$ cat config.mk
export PLATFORM = sky130hd
export DESIGN_NAME = systolic_ctrl
export DESIGN_NICKNAME = d
export VERILOG_FILES = /design/src/rtl/systolic_pkg.sv /design/src/rtl/systolic_win_gen.sv /design/src/rtl/systolic_ctrl.sv
export SDC_FILE = /design/constraint.sdc
export NUM_CORES = 1
export LEC_CHECK = 0
export BUFFER_PORTS_ARGS = -buffer_cell sky130_fd_sc_hd__buf_2
export CELL_PAD_IN_SITES_DETAIL_PLACEMENT = 0
export CELL_PAD_IN_SITES_GLOBAL_PLACEMENT = 1
export CORE_ASPECT_RATIO = 1.1
export CORE_MARGIN = 5
export CORE_UTILIZATION = 44
export DETAILED_ROUTE_END_ITERATION = 8
export PLACE_DENSITY = 0.91
export SYNTH_ARGS = -nofsm -noshare
export SYNTH_HDL_FRONTEND = slang
export SYNTH_SLANG_ARGS = --single-unit
$ cat constraint.sdc
create_clock -name clk -period 5.3 [get_ports clk]
set_input_delay 1.59 -clock clk [delete_from_list [all_inputs] [get_ports clk]]
set_output_delay 1.59 -clock clk [all_outputs]
set_load 0.01 [all_outputs]
$ cat src/rtl/systolic_pkg.sv
// Shared types and sizing helpers for the systolic array sequencer.
package systolic_pkg;

  localparam int N_DEFAULT = 4;

  typedef enum logic [1:0] {
    IDLE,
    RUN,
    OUT
  } state_t;

  // Bits needed for the cycle counter to reach the longest RUN phase minus one.
  function automatic int cnt_width(input int k_max, input int lat, input int n);
    return $clog2(k_max + lat + 2 * (n - 1));
  endfunction

  function automatic int run_len(input int k, input int lat, input int n);
    return k + lat + 2 * (n - 1);
  endfunction

endpackage

$ cat src/rtl/systolic_win_gen.sv
// Window decoder: maps the RUN cycle index and job length K to per-PE
// accumulate-valid and first-beat clear, following the row+column skew.
module systolic_win_gen
  import systolic_pkg::*;
#(
  parameter int N     = N_DEFAULT,
  parameter int K_MAX = 64,
  parameter int LAT   = 1,
  parameter int CW    = cnt_width(K_MAX, LAT, N),
  parameter int KW    = $clog2(K_MAX + 1)
) (
  input  logic [CW-1:0]  c,
  input  logic [KW-1:0]  k,
  output logic [N*N-1:0] valid,
  output logic [N*N-1:0] clear
);

  always_comb begin
    valid = '0;
    clear = '0;
    for (int i = 0; i < N; i++) begin
      for (int j = 0; j < N; j++) begin
        // Operand k reaches PE(i,j) at cycle k + LAT + i + j.
        valid[i*N+j] = (int'(c) >= LAT + i + j) && (int'(c) < LAT + i + j + int'(k));
        clear[i*N+j] = (int'(c) == LAT + i + j);
      end
    end
  end

endmodule

$ cat src/rtl/systolic_ctrl.sv
// Job sequencer for the N x N systolic MAC array: operand feed, PE valid/clear
// windows, result readout and row handoff. All outputs come straight from flops.
module systolic_ctrl
  import systolic_pkg::*;
#(
  parameter int N     = N_DEFAULT,
  parameter int K_MAX = 64,
  parameter int LAT   = 1
) (
  input  logic                       clk,
  input  logic                       rst,
  input  logic                       start,
  input  logic [$clog2(K_MAX+1)-1:0] k_len,
  input  logic                       abort,
  output logic                       busy,
  output logic                       err,
  output logic                       job_done,
  output logic                       feed_en,
  output logic [$clog2(K_MAX)-1:0]   feed_k,
  output logic [N*N-1:0]             pe_valid,
  output logic [N*N-1:0]             pe_clear,
  output logic                       pe_done,
  output logic [$clog2(N)-1:0]       row_sel,
  output logic                       out_valid,
  input  logic                       out_ready
);

  localparam int KW  = $clog2(K_MAX + 1);
  localparam int FKW = $clog2(K_MAX);
  localparam int RW  = $clog2(N);
  localparam int CW  = cnt_width(K_MAX, LAT, N);

  state_t        state, state_nxt;
  logic [CW-1:0] c, c_nxt, c_last;
  logic [KW-1:0] k, k_nxt;
  logic [RW-1:0] r, r_nxt;
  logic          err_nxt, done_nxt;

  logic           busy_nxt, feed_en_nxt, pe_done_nxt, out_valid_nxt;
  logic [FKW-1:0] feed_k_nxt;
  logic [N*N-1:0] win_valid, win_clear, pe_valid_nxt, pe_clear_nxt;
  logic [RW-1:0]  row_sel_nxt;

  assign c_last = CW'(run_len(int'(k), LAT, N) - 1);

  always_comb begin
    state_nxt = state;
    c_nxt     = c;
    k_nxt     = k;
    r_nxt     = r;
    err_nxt   = 1'b0;
    done_nxt  = 1'b0;
    case (state)
      IDLE: begin
        // abort in the same cycle drops the request entirely, including err
        if (start && !abort) begin
          if (k_len != '0 && int'(k_len) <= K_MAX) begin
            state_nxt = RUN;
            k_nxt     = k_len;
            c_nxt     = '0;
          end else begin
            err_nxt = 1'b1;
          end
        end
      end
      RUN: begin
        if (abort) begin
          state_nxt = IDLE;
        end else if (c == c_last) begin
          state_nxt = OUT;
          r_nxt     = '0;
        end else begin
          c_nxt = c + 1'b1;
        end
      end
      OUT: begin
        if (abort) begin
          state_nxt = IDLE;
        end else if (out_valid && out_ready) begin
          if (int'(r) == N - 1) begin
            state_nxt = IDLE;
            done_nxt  = 1'b1;
          end else begin
            r_nxt = r + 1'b1;
          end
        end
      end
      default: state_nxt = IDLE;
    endcase
  end

  // Windows are decoded from the next counter value so the registered
  // outputs line up with the cycle the counter describes.
  systolic_win_gen #(
    .N    (N),
    .K_MAX(K_MAX),
    .LAT  (LAT),
    .CW   (CW),
    .KW   (KW)
  ) u_win_gen (
    .c    (c_nxt),
    .k    (k_nxt),
    .valid(win_valid),
    .clear(win_clear)
  );

  always_comb begin
    busy_nxt      = (state_nxt != IDLE);
    feed_en_nxt   = (state_nxt == RUN) && (int'(c_nxt) < int'(k_nxt));
    feed_k_nxt    = feed_en_nxt ? c_nxt[FKW-1:0] : '0;
    pe_valid_nxt  = (state_nxt == RUN) ? win_valid : '0;
    pe_clear_nxt  = (state_nxt == RUN) ? win_clear : '0;
    pe_done_nxt   = (state_nxt == OUT);
    out_valid_nxt = (state_nxt == OUT);
    row_sel_nxt   = (state_nxt == OUT) ? r_nxt : '0;
  end

  always_ff @(posedge clk or posedge rst) begin
    if (rst) begin
      state     <= IDLE;
      c         <= '0;
      k         <= '0;
      r         <= '0;
      busy      <= 1'b0;
      err       <= 1'b0;
      job_done  <= 1'b0;
      feed_en   <= 1'b0;
      feed_k    <= '0;
      pe_valid  <= '0;
      pe_clear  <= '0;
      pe_done   <= 1'b0;
      row_sel   <= '0;
      out_valid <= 1'b0;
    end else begin
      state     <= state_nxt;
      c         <= c_nxt;
      k         <= k_nxt;
      r         <= r_nxt;
      busy      <= busy_nxt;
      err       <= err_nxt;
      job_done  <= done_nxt;
      feed_en   <= feed_en_nxt;
      feed_k    <= feed_k_nxt;
      pe_valid  <= pe_valid_nxt;
      pe_clear  <= pe_clear_nxt;
      pe_done   <= pe_done_nxt;
      row_sel   <= row_sel_nxt;
      out_valid <= out_valid_nxt;
    end
  end

endmodule

==> flow_summary.yaml, run 1 <==
grt:
  grt_pass1_wl_mm: 18.8
  grt-ovfl-total: 0
  grt_util_all_layers: 0.208
  grt_antenna_before_repair: 0
  grt_start_max_net_pins: 46
  grt_pass1_vias: 3620
worst_setup_path:
  cp-endpoint: "pe_valid[8]$_DFF_PP0_"
  path_class: "in -> reg"
  endpoint_kind: "flop"
  ff2ff_path_depth: 15
  r2r_start: "k[1]$_DFF_PP0_"
  crit_path_start_kind: "input pin"
  crit_start: "k_len[0]"
  cp_cell_sequence: "buf_2 -> or4_4 -> o31ai_4 -> nand2_2 -> a2bb2oi_4 -> inv_1 -> ha_1 -> a21oi_1 -> xnor2_1 -> ha_1 -> a31oi_1 -> nand2_1 -> maj3_1 -> a31oi_1"
  worstPathRequired_ps: 5520
  cp_slowest_cell: "or4_4"
  worstPathArrival_ps: 5180
  cpPeakStageDelay_ps: 580
  reg2reg_slack_ps: 1030
  r2r_end: "pe_valid[13]$_DFF_PP0_"
  cp_max_fo: 14
placed_design:
  gp_congestion: 1.04
  dpl-instance-area_um2: 4430
  portBuffers: 57
  dp.cells: 631
  place_hpwl_mm: 9.03
routing:
  viasPerCell: 5.98
  post-route-drc-count: 0
  drtIter0Drc: 364
  wl_per_cell_um: 18.4
  drt-total-wl_mm: 11.8
  detail-route-antenna-nets: 0
  drtPass1Iterations: 6
  vias: 3822
sta:
  slew_violations: 0
  setup_tns_ps: 0
  hold_violations: 0
  finalCritPeriodShare: 0.937
  relSlewSlack: 0.343
  fin_skew_ps: 10.5
  finalSetupViolCount: 0
  rsz0062_at_grt: "false"
  tightest_slew_ps: 984
  fin_crit_ps: 4960
  max_clock_freq_mhz: 201
synth:
  yosysSeqAreaShare: 0.274
  netlist_area_um2: 4110
  syn_inst: 481
  avgSynthCellArea_um2: 8.55
  async_reset_ff_frac: 1.00
  synth_nets: 530
  ys.warnings.count: 0
  synth_edf_count: 0
  synth_cell_types: 75
  synth_ff_type: "dfrtp_1"
  yosys_register_bits: 45
floorplanning:
  core_area_um2: 9260
  die-area_um2: 11400
  start_util: 0.444
  die_w_um: 102
  ios: 58
  rows: 37
  die_h_um: 111
cells_and_area:
  nets: 570
  finalInstanceArea_um2: 4520
  n_antenna_cell: 0
  area_growth_syn_to_layout_pct: 9.98
  final_common_cell: "buf_2"
  mostFrequentLayoutCells: "buf_2, dfrtp_1, nor2_1"
  fin_util: 0.489
  layout.cells.non_filler: 639
  layout-drive-gt1-share: 0.193
power:
  power.leakage_nw: 2.13
  power_per_cell_area_nw_per_um2: 697
  ir_drop_mv: 0.219
flow_run:
  cap_violations: 0
cts:
  htreeDepth: 2
  cts_hold_buf: 0
  cts.sinks: 45
  clkLatencyLatePin_ps: 310
  post_cts_buffers: 0
  clockBufferDepth: 2
  clkTransAtPathRegs_ps: 100
  cts_tree: "done"
  cts_buffers: 5
  cts_resized: 0
  clock-root-buffer: "clkbuf_8"
min_path:
  min_path_type: "reg -> reg"
  hp-start: "r[1]$_DFF_PP0_"
run_status:
  outcome: "finished, final reports clean"
[layer usage]
metal | up-vias | GRT usage | share of wire
li1 | 1781 | - | -
met1 | 1811 | 0.281 | 0.41
met2 | 200 | 0.339 | 0.47
met3 | 30 | 0.0232 | 0.084
met4 | 0 | 0.0744 | 0.033
met5 | - | 0 | 0
[sequential cells by signal (all words and copies together), names as in the netlist]
signal     flops
feed_en        1
pe_clear       7
job_done       1
pe_valid       7
state          2
c              7
feed_k         6
busy           1
out_valid      1
row_sel        2
r              2
err            1
k              7
[critical path: cells and delay by family]
family / cells / cell delay [ps]
adders and majority gates: 3 / 890
buffers and inverters: 2 / 310
xor gates and xnor gates: 1 / 170
and+or+nand+nor: 3 / 820
AOI/OAI and AO/OA: 5 / 1400
[worst min-delay path by stage]
stage | to | slack [ps] | cells past startpoint
5_1_grt | job_done$_DFF_PP0_ | 580 | 2
4_1_cts | job_done$_DFF_PP0_ | 560 | 2
3_3_place_gp | job_done$_DFF_PP0_ | 530 | 2
3_5_place_dp | job_done$_DFF_PP0_ | 540 | 2
2_1_floorplan | job_done$_DFF_PP0_ | 510 | 2
6_report | job_done$_DFF_PP0_ | 560 | 2
[cell usage after synthesis, types with 3 or more instances]
cell type   n  share of area
maj3_1      5          0.012
nand4_1     5         0.0076
nand2b_1    4         0.0061
buf_2      11          0.013
o2111ai_1   5          0.011
and2_1      3         0.0046
xnor2_1    29          0.062
a41oi_1     3         0.0064
nand2_1    37          0.034
a21o_1      8          0.015
o221ai_1    3         0.0064
nor2_1     38          0.035
o211ai_1    5         0.0091
xor2_1      9          0.019
dfrtp_1    45           0.27
buf_4      20          0.036
o211a_1     5          0.012
nand3_1    12          0.015
o21ai_0    18          0.022
clkbuf_1   10         0.0091
nor3_1     10          0.012
inv_1      35          0.032
a31oi_1    12          0.018
mux2i_1     6          0.015
a21oi_1    25          0.030
or3_1       3         0.0046
a22oi_1     3         0.0055
and3_1      3         0.0046
nand3b_1    4         0.0073
o31ai_1     3         0.0055
a211oi_1    4         0.0073
nor4_1      3         0.0046
a2111o_1    4          0.011
a21boi_1    3         0.0055
o21a_1      4         0.0073
ha_1       37           0.11
[layout make-up]
cell class	instances	area, µm²
well taps	117	146
fillers	918	4730
clock buffers	5	68.8
flip-flops and latches	45	1130
multi-input cells	356	2600
repair buffers	74	413
inverters	39	149
clock inverters	3	25.0
[logic make-up after synthesis]
logic type	share of synthesized area
AND/OR/NAND/NOR	0.172
AO/OA/AOI/OAI	0.230
buffers and inverters	0.0952
flip-flops	0.274
adder cells (fa/ha/maj)	0.127
XOR/XNOR	0.0809
multiplexers	0.0207
[metrics by stage]
stage	power [mW]	hold WS (ps)	worst slack, ps
after floorplan	2.24	508	427
after global placement	2.84	534	73.8
after detailed placement	2.88	542	41.8
after CTS	3.12	556	377
after global routing	3.42	580	195
final	3.15	560	336
[power breakdown]
part | switching (mW) | internal, mW
clock | 0.131 | 0.0954
combinational | 1.43 | 0.930
sequential | 0.123 | 0.442
Note: power is estimated with default switching activity, not from simulation.
==> inputs of run 2 (changes only) <==
GPL_TIMING_DRIVEN = 0   (was not set)
REMOVE_ABC_BUFFERS = 1   (was not set)
==> run 2 against run 1 <==
  * Die area stayed put
  * Clock skew rose by 3.8 ps
  * Combinational power decreased by 6%
  * Utilization down 0.88 points
  * Critical endpoint unchanged
  * Clock-buffer cell count stayed put
  * Global-route usage fell by 0.64 points
  * Largest power group unchanged
  * Worst hold slack improved by 8.8 ps
  * Setup slack worse by 98 ps
  * Power down 4.0%
  * Design area fell by 1.8%
  * Cell count is 2.5% lower
==> flow_summary.yaml, run 2 (synthesis results as in run 1) <==
cells_and_area:
  fin_util: 0.480
  mostFrequentLayoutCells: "buf_2, dfrtp_1, nor2_1"
  fillers: 905
  layout-drive-gt1-share: 0.178
  layout.cells.non_filler: 623
  multi_input_area_um2: 2640
  n_antenna_cell: 0
  ff_latch_area_um2: 1130
  finalInstanceArea_um2: 4440
  area_growth_syn_to_layout_pct: 8.00
  nets: 554
  final_common_cell: "buf_2"
sta:
  finalCritPeriodShare: 0.955
  fin_skew_ps: 14.3
  slew_violations: 0
  relSlewSlack: 0.0935
  finalSetupViolCount: 0
  rsz0062_at_grt: "false"
  fin_hold_ws_ps: 569
  hold_violations: 0
  fin_crit_ps: 5060
  max_clock_freq_mhz: 198
  tightest_slew_ps: 1350
placed_design:
  portBuffers: 57
  gp_congestion: 0.899
  dpl-instance-area_um2: 4300
  place_hpwl_mm: 8.55
  dp.cells: 614
floorplanning:
  die_w_um: 102
  ios: 58
  rows: 37
  start_util: 0.444
  core_area_um2: 9260
  die-area_um2: 11400
  die_h_um: 111
grt:
  grt_util_all_layers: 0.201
  grt_pass1_wl_mm: 18.3
  grt-ovfl-total: 0
  grt_antenna_before_repair: 0
  grt_start_max_net_pins: 46
  grt_pass1_vias: 3627
routing:
  drt-total-wl_mm: 11.3
  vias: 3728
  post-route-drc-count: 0
  drtIter0Drc: 354
  viasPerCell: 5.98
  detail-route-antenna-nets: 0
  wl_per_cell_um: 18.1
  drtPass1Iterations: 5
worst_setup_path:
  worstPathRequired_ps: 5540
  worstPathArrival_ps: 5300
  endpoint_kind: "flop"
  path_class: "in -> reg"
  cp_max_fo: 7
  crit_path_start_kind: "input pin"
flow_run:
  cap_violations: 0
cts:
  cts.sinks: 45
  htreeDepth: 2
  cts_tree: "done"
  clkLatencyLatePin_ps: 310
  clkTransAtPathRegs_ps: 100
  cts_buffers: 5
  clock-root-buffer: "clkbuf_8"
  clockBufferDepth: 2
power:
  power_per_cell_area_nw_per_um2: 681
  power_mw: 3.03
  ir_drop_mv: 0.212
  power.leakage_nw: 2.06
run_status:
  outcome: "finished, final reports clean"
min_path:
  min_path_type: "reg -> reg"
[run 2: final cells by class]
cell class,instances,area share
well taps,117,0.0329
repair buffers,58,0.0659
clock inverters,3,0.00563
inverters,39,0.0335
clock buffers,5,0.0155
flip-flops and latches,45,0.253
multi-input cells,356,0.593
[run 2: metal layers]
metal	GRT usage	share of wire	routed length [µm]	up-vias
met5	0	0	0	-
met4	0.106	0.051	579	0
li1	-	-	-	1750
met1	0.257	0.42	4700	1790
met2	0.329	0.48	5420	144
met3	0.0226	0.050	565	44
[run 2: path summary, 6_finish.rpt]
kind,slack (ps),to,start,cells past startpoint
worst max-delay path,240,pe_valid[8]$_DFF_PP0_,k_len[0],14
worst max register to register,860,pe_valid[13]$_DFF_PP0_,k[1]$_DFF_PP0_,16
min in group asynchronous,1480,pe_valid[4]$_DFF_PP0_,rst,2
worst min register to register,570,job_done$_DFF_PP0_,r[1]$_DFF_PP0_,2
max in group asynchronous,3220,k[2]$_DFF_PP0_,rst,2
worst min-delay path,570,job_done$_DFF_PP0_,r[1]$_DFF_PP0_,2
[run 2: report_power, final]
| part | total, mW | internal (mW) | switching (mW) |
|---|---|---|---|
| clock | 0.227 | 0.0953 | 0.131 |
| combinational | 2.23 | 0.851 | 1.38 |
| sequential | 0.567 | 0.443 | 0.124 |
[run 2: critical path, cell delays in order]
cell	delay, ps
buf_2	120
or4_4	580
o31ai_4	300
nand2_2	160
a21oi_2	430
inv_1	280
ha_1	340
a21oi_1	310
xnor2_1	170
ha_1	260
a31oi_1	140
nand2_1	80
maj3_1	350
a31oi_1	190
[run 2: per-stage QoR]
step                      setup slack, ps  TNS, ps
after floorplan                       463        0
after global placement               -367    -1920
after detailed placement             -425    -2530
after CTS                            20.1        0
after global routing                 59.0        0
final                                 238        0
[run 2: timing repair]
item,4_1_cts,5_1_grt
hold endpoints to repair,0,0
pin swaps,0,0
hold buffers,0,0
gates resized for setup,2,5
endpoints found under the setup margin,2,14
cloned,0,0
buffers inserted,0,1
